===== config.mk =====
export PLATFORM = sky130hd
export DESIGN_NAME = grf_wb_arbiter
export DESIGN_NICKNAME = d
export VERILOG_FILES = /design/src/rtl/grf_wb_arbiter.sv
export SDC_FILE = /design/constraint.sdc
export NUM_CORES = 1
export LEC_CHECK = 0
export BUFFER_PORTS_ARGS = -buffer_cell sky130_fd_sc_hd__buf_2
export CAP_MARGIN = 30
export CORE_MARGIN = 2
export CORE_UTILIZATION = 50
export CTS_BUF_LIST = sky130_fd_sc_hd__clkbuf_2
export CTS_CLUSTER_SIZE = 8
export DETAILED_ROUTE_END_ITERATION = 10
export GPL_ROUTABILITY_DRIVEN = 0
export PLACE_DENSITY = 0.83
export SLEW_MARGIN = 10
export SYNTH_ARGS = -nofsm -noshare
export SYNTH_HDL_FRONTEND = slang
export SYNTH_SLANG_ARGS = --single-unit

===== constraint.sdc =====
create_clock -name clk -period 5.5 [get_ports clk]
set_input_delay 1.1 -clock clk [delete_from_list [all_inputs] [get_ports clk]]
set_output_delay 1.1 -clock clk [all_outputs]
set_load 0.05 [all_outputs]

===== src/rtl/grf_wb_arbiter.sv =====
// Arbitrates the single GRF write port between the unstallable W-stage writeback
// and a buffered aux writer, tracking pending aux writes for D-stage hazard stalls.
module grf_wb_arbiter #(
    parameter int DEPTH        = 2,
    parameter int STARVE_LIMIT = 8
) (
    input  logic        clk,
    input  logic        reset,
    input  logic        pipe_we,
    input  logic [4:0]  pipe_addr,
    input  logic [31:0] pipe_data,
    input  logic [31:0] pipe_pc,
    input  logic        aux_valid,
    output logic        aux_ready,
    input  logic [4:0]  aux_addr,
    input  logic [31:0] aux_data,
    input  logic [31:0] aux_pc,
    output logic        grf_we,
    output logic [4:0]  grf_addr,
    output logic [31:0] grf_data,
    output logic [31:0] grf_pc,
    input  logic [4:0]  rd1_addr,
    input  logic [4:0]  rd2_addr,
    output logic [31:0] pend_mask,
    output logic        stall_d,
    output logic        stall_req
);
    localparam int PW = $clog2(DEPTH);
    localparam int CW = PW + 1;
    localparam int SW = $clog2(STARVE_LIMIT + 1);

    logic [DEPTH-1:0]        ent_valid;
    logic [DEPTH-1:0]        ent_killed;
    logic [DEPTH-1:0][4:0]   ent_addr;
    logic [DEPTH-1:0][31:0]  ent_data;
    logic [DEPTH-1:0][31:0]  ent_pc;
    logic [PW-1:0]           rd_ptr;
    logic [PW-1:0]           wr_ptr;
    logic [CW-1:0]           count;
    logic [SW-1:0]           starve_cnt;

    logic [DEPTH-1:0] live;
    logic             pipe_grant;
    logic             head_live;
    logic             pop;
    logic             push;
    logic [31:0]      pend_raw;

    assign live       = ent_valid & ~ent_killed;
    assign pipe_grant = pipe_we && (pipe_addr != 5'd0);
    assign head_live  = live[rd_ptr];
    // A killed head leaves regardless of who owns the port; a live one only when the pipe is idle.
    assign pop        = ent_valid[rd_ptr] && (ent_killed[rd_ptr] || !pipe_grant);
    assign aux_ready  = !reset && (count < CW'(DEPTH));
    assign push       = aux_valid && aux_ready && (aux_addr != 5'd0);

    always_comb begin
        grf_we   = 1'b0;
        grf_addr = '0;
        grf_data = '0;
        grf_pc   = '0;
        if (!reset) begin
            if (pipe_grant) begin
                grf_we   = 1'b1;
                grf_addr = pipe_addr;
                grf_data = pipe_data;
                grf_pc   = pipe_pc;
            end else if (head_live) begin
                grf_we   = 1'b1;
                grf_addr = ent_addr[rd_ptr];
                grf_data = ent_data[rd_ptr];
                grf_pc   = ent_pc[rd_ptr];
            end
        end
    end

    always_comb begin
        pend_raw = '0;
        for (int i = 0; i < DEPTH; i++)
            if (live[i]) pend_raw[ent_addr[i]] = 1'b1;
    end

    assign pend_mask = reset ? '0 : pend_raw;
    assign stall_d   = ((rd1_addr != 5'd0) && pend_mask[rd1_addr]) ||
                       ((rd2_addr != 5'd0) && pend_mask[rd2_addr]);
    assign stall_req = !reset && (starve_cnt == SW'(STARVE_LIMIT));

    always_ff @(posedge clk) begin
        if (reset) begin
            ent_valid  <= '0;
            ent_killed <= '0;
            rd_ptr     <= '0;
            wr_ptr     <= '0;
            count      <= '0;
            starve_cnt <= '0;
        end else begin
            // Pipe value is younger than anything already buffered for the same register.
            for (int i = 0; i < DEPTH; i++)
                if (pipe_grant && live[i] && (ent_addr[i] == pipe_addr))
                    ent_killed[i] <= 1'b1;
            if (pop) begin
                ent_valid[rd_ptr]  <= 1'b0;
                ent_killed[rd_ptr] <= 1'b0;
                rd_ptr             <= rd_ptr + PW'(1);
            end
            if (push) begin
                ent_valid[wr_ptr]  <= 1'b1;
                ent_killed[wr_ptr] <= 1'b0;
                ent_addr[wr_ptr]   <= aux_addr;
                ent_data[wr_ptr]   <= aux_data;
                ent_pc[wr_ptr]     <= aux_pc;
                wr_ptr             <= wr_ptr + PW'(1);
            end
            case ({push, pop})
                2'b10:   count <= count + CW'(1);
                2'b01:   count <= count - CW'(1);
                default: ;
            endcase
            if (pop || (count == '0))
                starve_cnt <= '0;
            else if (head_live && pipe_grant && (starve_cnt != SW'(STARVE_LIMIT)))
                starve_cnt <= starve_cnt + SW'(1);
        end
    end
endmodule


---- Yosys cells after proc, flatten, opt, wreduce, memory -nomap -nowiden ----
Index checks and enable logic that the tools add are counted.
storage, ports and cells
  bits in registers ....................... 150
  bits of input ports ..................... 152
  output and inout port bits .............. 105
  logic and storage cells ................. 132
operators by class
  add/sub/neg operators ................... 5
  magnitude comparators ................... 11
  equality and inequality tests ........... 6
  muxes and demuxes ....................... 57
  bitwise operators ....................... 10
  reduce and logical (&&, ||, !) cells .... 31
operators with widths
  cell                                                 number
  2-to-1 mux 32 bit                                    14
  bitwise mux 64 bit                                   2
  demux 32 bit (select 1 bit)                          1
  bitwise OR 32 bit                                    1
  2-to-1 mux 5 bit                                     6
  < comparator 5 x 6 -> 1 bit, second input constant   4
  nonzero test 5 bit                                   4
  2-to-1 mux 1 bit                                     19
  logical AND 1 bit                                    18
  2-to-1 mux 2 bit                                     6
  binary-select mux 1 bit (select 5 bit)               2
  bitwise mux 10 bit                                   1
  demux 1 bit (select 5 bit)                           2
  equality test 5 bit                                  2
  >= comparator 5 x 1 -> 1 bit, second input constant  2
  AND 2 bit                                            4
  inverter 2 bit                                       3
  demux 5 bit (select 1 bit)                           1
  adder 4 x 1 -> 4 bit, second input constant          1
  equality test 4 bit, second input constant           1
  < comparator 1 x 2 -> 1 bit, second input constant   2
  inequality test 4 bit, second input constant         1
  one-hot mux 2 bit (2 select lines)                   1
  logical OR 1 bit                                     3
  other kinds (15)                                     19

---- Longest topological paths before layout ----
  word-level depth ........................ 12
  mapped depth ............................ 8
  gate-level depth less buffers ........... 8

---- Worst setup path before layout ----
Ideal clock, no wire load.
  path type ............................... input to register
  from .................................... in reset
  to ...................................... reg ent_addr[0] (netlist bit), enable pin
  library setup time ...................... 0.500 ns
  data arrival time ....................... 5.334 ns
  data required time ...................... 5.000 ns
  path slack .............................. -0.334 ns
  cell stages on the path ................. 4
  path buffers ............................ 1
  path through ............................ clkbuf_1 -> nor2_1 -> o211ai_1 -> nor2_1
on the way
  longest elaborated chain between the ends .. 5
  elaborated cells between the ends (all ways) .. 6
  classes of those cells .................. 1 x bitwise; 5 x reduce/logical
ends and longest elaborated chain
  element                               line  source
  from (decl)                           8     input logic reset,
  logical NOT 1 bit                     54    assign aux_ready = !reset && (count < CW'(DEPTH));
  logical AND 1 bit                     54
  named net aux_ready                   14    output logic aux_ready,
  logical AND 1 bit (2 in series)       55    assign push = aux_valid && aux_ready && (aux_addr != 5'd0);
  AND reduction 2 bit (no source line)  --
  to (signal, indexed assignment)       109   ent_addr[wr_ptr] <= aux_addr;
  to (decl)                             34    logic [DEPTH-1:0][4:0] ent_addr;
The timed path passes the listed nets, and every way through them passes these cells.
A chain may end at the register's enable or synchronous reset.

---- Worst setup path after layout ----
  from .................................... reg ent_addr[5] (netlist bit)
  to ...................................... out stall_d
on the way
  longest elaborated chain between the ends .. 11
  elaborated cells between the ends (all ways) .. 15
  classes of those cells .................. 2 x order compare; 8 x mux; 1 x bitwise; 4 x reduce/logical
ends and longest elaborated chain
  element                                                                                            line    source
  < comparator 5 x 6 -> 1 bit (not written as such) or >= comparator 5 x 1 -> 1 bit (tied branches)  80      if (live[i]) pend_raw[ent_addr[i]] = 1'b1;
  logical AND 1 bit (not written as such)                                                            80
  2-to-1 mux 1 bit (not written as such)                                                             80
  demux 1 bit (select 5 bit) (*)                                                                     80
  bitwise OR 32 bit (no source line) (*)                                                             --
  2-to-1 mux 32 bit (*)                                                                              80
  2-to-1 mux 32 bit (*)                                                                              83      assign pend_mask = reset ? '0 : pend_raw;
  binary-select mux 1 bit (select 5 bit), on equally long branches                                   84, 85
  2-to-1 mux 1 bit, on equally long branches                                                         84, 85
  logical AND 1 bit, on equally long branches                                                        84, 85
  logical OR 1 bit (*)                                                                               84      assign stall_d = ((rd1_addr != 5'd0) && pend_mask[rd1_addr]) ||
  to (decl)                                                                                          25      output logic stall_d,
Every way passes the cells marked *; elsewhere a longest branch is shown, timed or not. The select of a mux whose other input is x is not followed.

==> summary.md <==
| Metric | Value |
|---|---|
| Status | `finished, final reports clean` |
| Area grow syn2layout | `20.1%` |
| Mapped Avg Cell Area | `11.7 um^2` |
| DR WL/cell | `18.8 um` |
| Leakage | `3.58 nW` |
| Net count, final | `1062` |
| Synth Area in XOR/XNOR | `1.75%` |
| First-pass GRT wire length | `31700 um` |
| I/O pin count | `257` |
| Crit share post-route | `85.6%` |
| Drt initial violations | `720` |
| Total CTS buffers | `17` |
| Max clock buf depth | `2` |
| Die Wd | `131 um` |
| Post-synth EDFFs | `138` |
| Hold-fix buffer count after cts | `0` |
| Synth Area in Adders | `0.468%` |
| Slew Limit Fails | `0` |
| Drt total wl | `21400 um` |
| Largest cells by area after synthesis | `edfxtp_1 52%, mux2i_1 9.0%, a211oi_1 6.5%` |
| Syn Nets | `842` |
| Hold_ws | `546 ps` |
| Fillers | `1294` |
| RSZ-0062 raised after global routing | `false` |
| Area after DPL | `0.00939 mm^2` |
| First-pass DRT Iterations | `6` |
| CTS tree | `yes` |
| Worst ir drop on vdd | `0.166 mV` |
| CP startpoint kind | `flop` |
| Rows | `46` |
| Synth Instances | `687` |
| Port Buffers | `256` |
| Clk slew on worst S/H paths | `200 ps` |
| YS warnings | `0` |
| CTS Sinks | `150` |
| DR vias | `6718` |
| Highest net fanout along the worst path | `11` |
| Compound-cell area share of the yosys netlist | `15.2%` |
| Drt drc | `0` |
| Setup Buffers After CTS | `0` |
| Mux cell area share after synthesis | `10.3%` |
| Tmin final | `4710 ps` |
| Yosys reg bits | `150` |
| DP HPWL | `15600 um` |
| CTS Root Cell | `clkbuf_2` |
| Clock Skew | `49.0 ps` |
| Yosys top cell by area | `edfxtp_1` |
| Die height | `131 um` |
| Via density | `5.89` |
| Worst Path Required | `4400 ps` |
| Max-cap check violation count | `0` |
| Vias in the first global route | `5951` |
| CP arrival | `3610 ps` |
| Fmax | `212 MHz` |
| FF-to-FF setup slack | `3240 ps` |
| Ys flop type | `edfxtp_1` |
| Initial core utilization | `50.8%` |
| Post-synthesis sequential area ratio | `54.7%` |
| Global route overflow | `0` |
| Synth top area share | `51.7%` |
| Total core area | `0.0158 mm^2` |
| Antenna viol nets, final | `0` |
| H-tree levels | `4` |
| Slew margin rel. | `38.4%` |
| Worst Tran Pin Value | `925 ps` |
| Netlist Area Pre-Place | `0.00802 mm^2` |
| Endpoints failing setup | `0` |
| Power density over the cells | `247 mW/mm^2` |
| Hold Fails Final Rpt | `0` |
| Post-synthesis simple-gate area fraction | `13.4%` |
| Leading cell type in the layout, fill and taps excluded | `buf_2` |
| Most frequent cells in the layout | `256 x buf_2, 138 x edfxtp_1, 113 x nor2_1` |
| Post-layout instance area | `0.00963 mm^2` |
| Crit Path Class | `reg2out` |
| Largest net degree at the start of global routing | `145` |
| Die Area | `0.0171 mm^2` |
| Asr flop ratio synth | `0%` |
| Cell variety after synth | `60` |
| Worst Setup End Kind | `output port` |
| Share of post-route cells with drive strength above 1 | `34.6%` |
| Total GRT Usage | `24.3%` |
| Worst-skew pair later-pin latency | `700 ps` |
| Tightest Hold Check Type | `reg2reg` |
| Post-cts sizing count | `0` |
| Largest family of logic cells by synthesized area | `compound AO/OA/AOI/OAI gates` |
| Initial antenna violation count | `4` |
==> flip-flops by register name (all words and copies together), names as in the netlist <==
signal	count
ent_valid	2
ent_pc	64
rd_ptr	1
wr_ptr	1
ent_data	64
starve_cnt	4
ent_addr	10
ent_killed	2
count	2
==> cell families (layout without fill, tap and decap cells) <==
| logic type | after synthesis | count (layout) |
|---|---|---|
| AO/OA/AOI/OAI | 160 | 160 |
| AND/OR/NAND/NOR | 204 | 204 |
| other | 0 | 4 |
| adder cells (fa/ha/maj) | 3 | 3 |
| flip-flops | 150 | 150 |
| XOR/XNOR | 16 | 16 |
| multiplexers | 78 | 78 |
| buffers and inverters | 76 | 309 |
==> where the power goes <==
| part | internal (mW) | switching, mW | leakage [nW] |
|---|---|---|---|
| logic | 0.143 | 0.331 | 2.08 |
| clock network | 0.143 | 0.432 | 0.137 |
| registers | 1.30 | 0.0271 | 1.36 |
==> synthesized netlist by cell type, drive strengths merged (7+ instances only) <==
cell	count
clkbuf	34
nand2	9
a211oi	69
nor2	115
a21oi	10
buf	30
a22oi	11
mux2i	72
nand3b	8
nor3	10
edfxtp	138
dfxtp	12
xnor2	10
inv	12
o221ai	13
o2111ai	7
o22a	14
nor2b	8
o21ai	9
==> through the flow <==
| stage | instances | total power, mW | util [%] | setup TNS (ps) | worst slack, ps |
|---|---|---|---|---|---|
| after detailed placement | 1104 | 1.82 | 59.6 | 0 | 1080 |
| after floorplan | 687 | 1.67 | - | -46620 | -334 |
| after CTS | 1136 | 2.39 | 61.0 | 0 | 892 |
| after global placement | 1104 | 1.81 | 59.6 | 0 | 1190 |
| final | 1140 | 2.38 | 61.0 | 0 | 792 |
| after global routing | 1139 | 2.47 | 61.0 | 0 | 670 |
==> layout make-up <==
type	count	area (um^2)	share of cell area [%]
antenna	4	10.0	0.104
clock buffer	18	90.1	0.936
clock inverter	14	134	1.39
multi-input combinational	461	3320	34.4
inverter	12	45.0	0.468
tap	216	270	2.81
sequential	150	4390	45.6
timing repair buffer	265	1370	14.3
==> routing by layer <==
| layer | global-route usage [%] | up-vias | part of all wire [%] |
|---|---|---|---|
| met3 | 6.60 | 57 | 10 |
| li1 | - | 3141 | - |
| met5 | 0 | - | 0 |
| met4 | 7.76 | 0 | 2.2 |
| met1 | 30.6 | 3085 | 38 |
| met2 | 41.2 | 435 | 50 |
==> worst paths after layout <==
check | from | endpoint | depth (start not counted)
worst max-delay path | ent_addr[5] | stall_d | 7
worst min-delay path | count[1] | count[1] | 2
worst max register to register | count[1] | ent_data[49] | 4
worst min register to register | count[1] | count[1] | 2
==> worst max-delay path, stage by stage (launching register included) <==
cell and delay, ps:
edfxtp_1 600, nand4bb_1 630, o22a_1 420, mux2_2 270, o311ai_0 430, nor4_1 160, o2111ai_1 140, buf_2 300
Power figures use the tool's default switching activity.
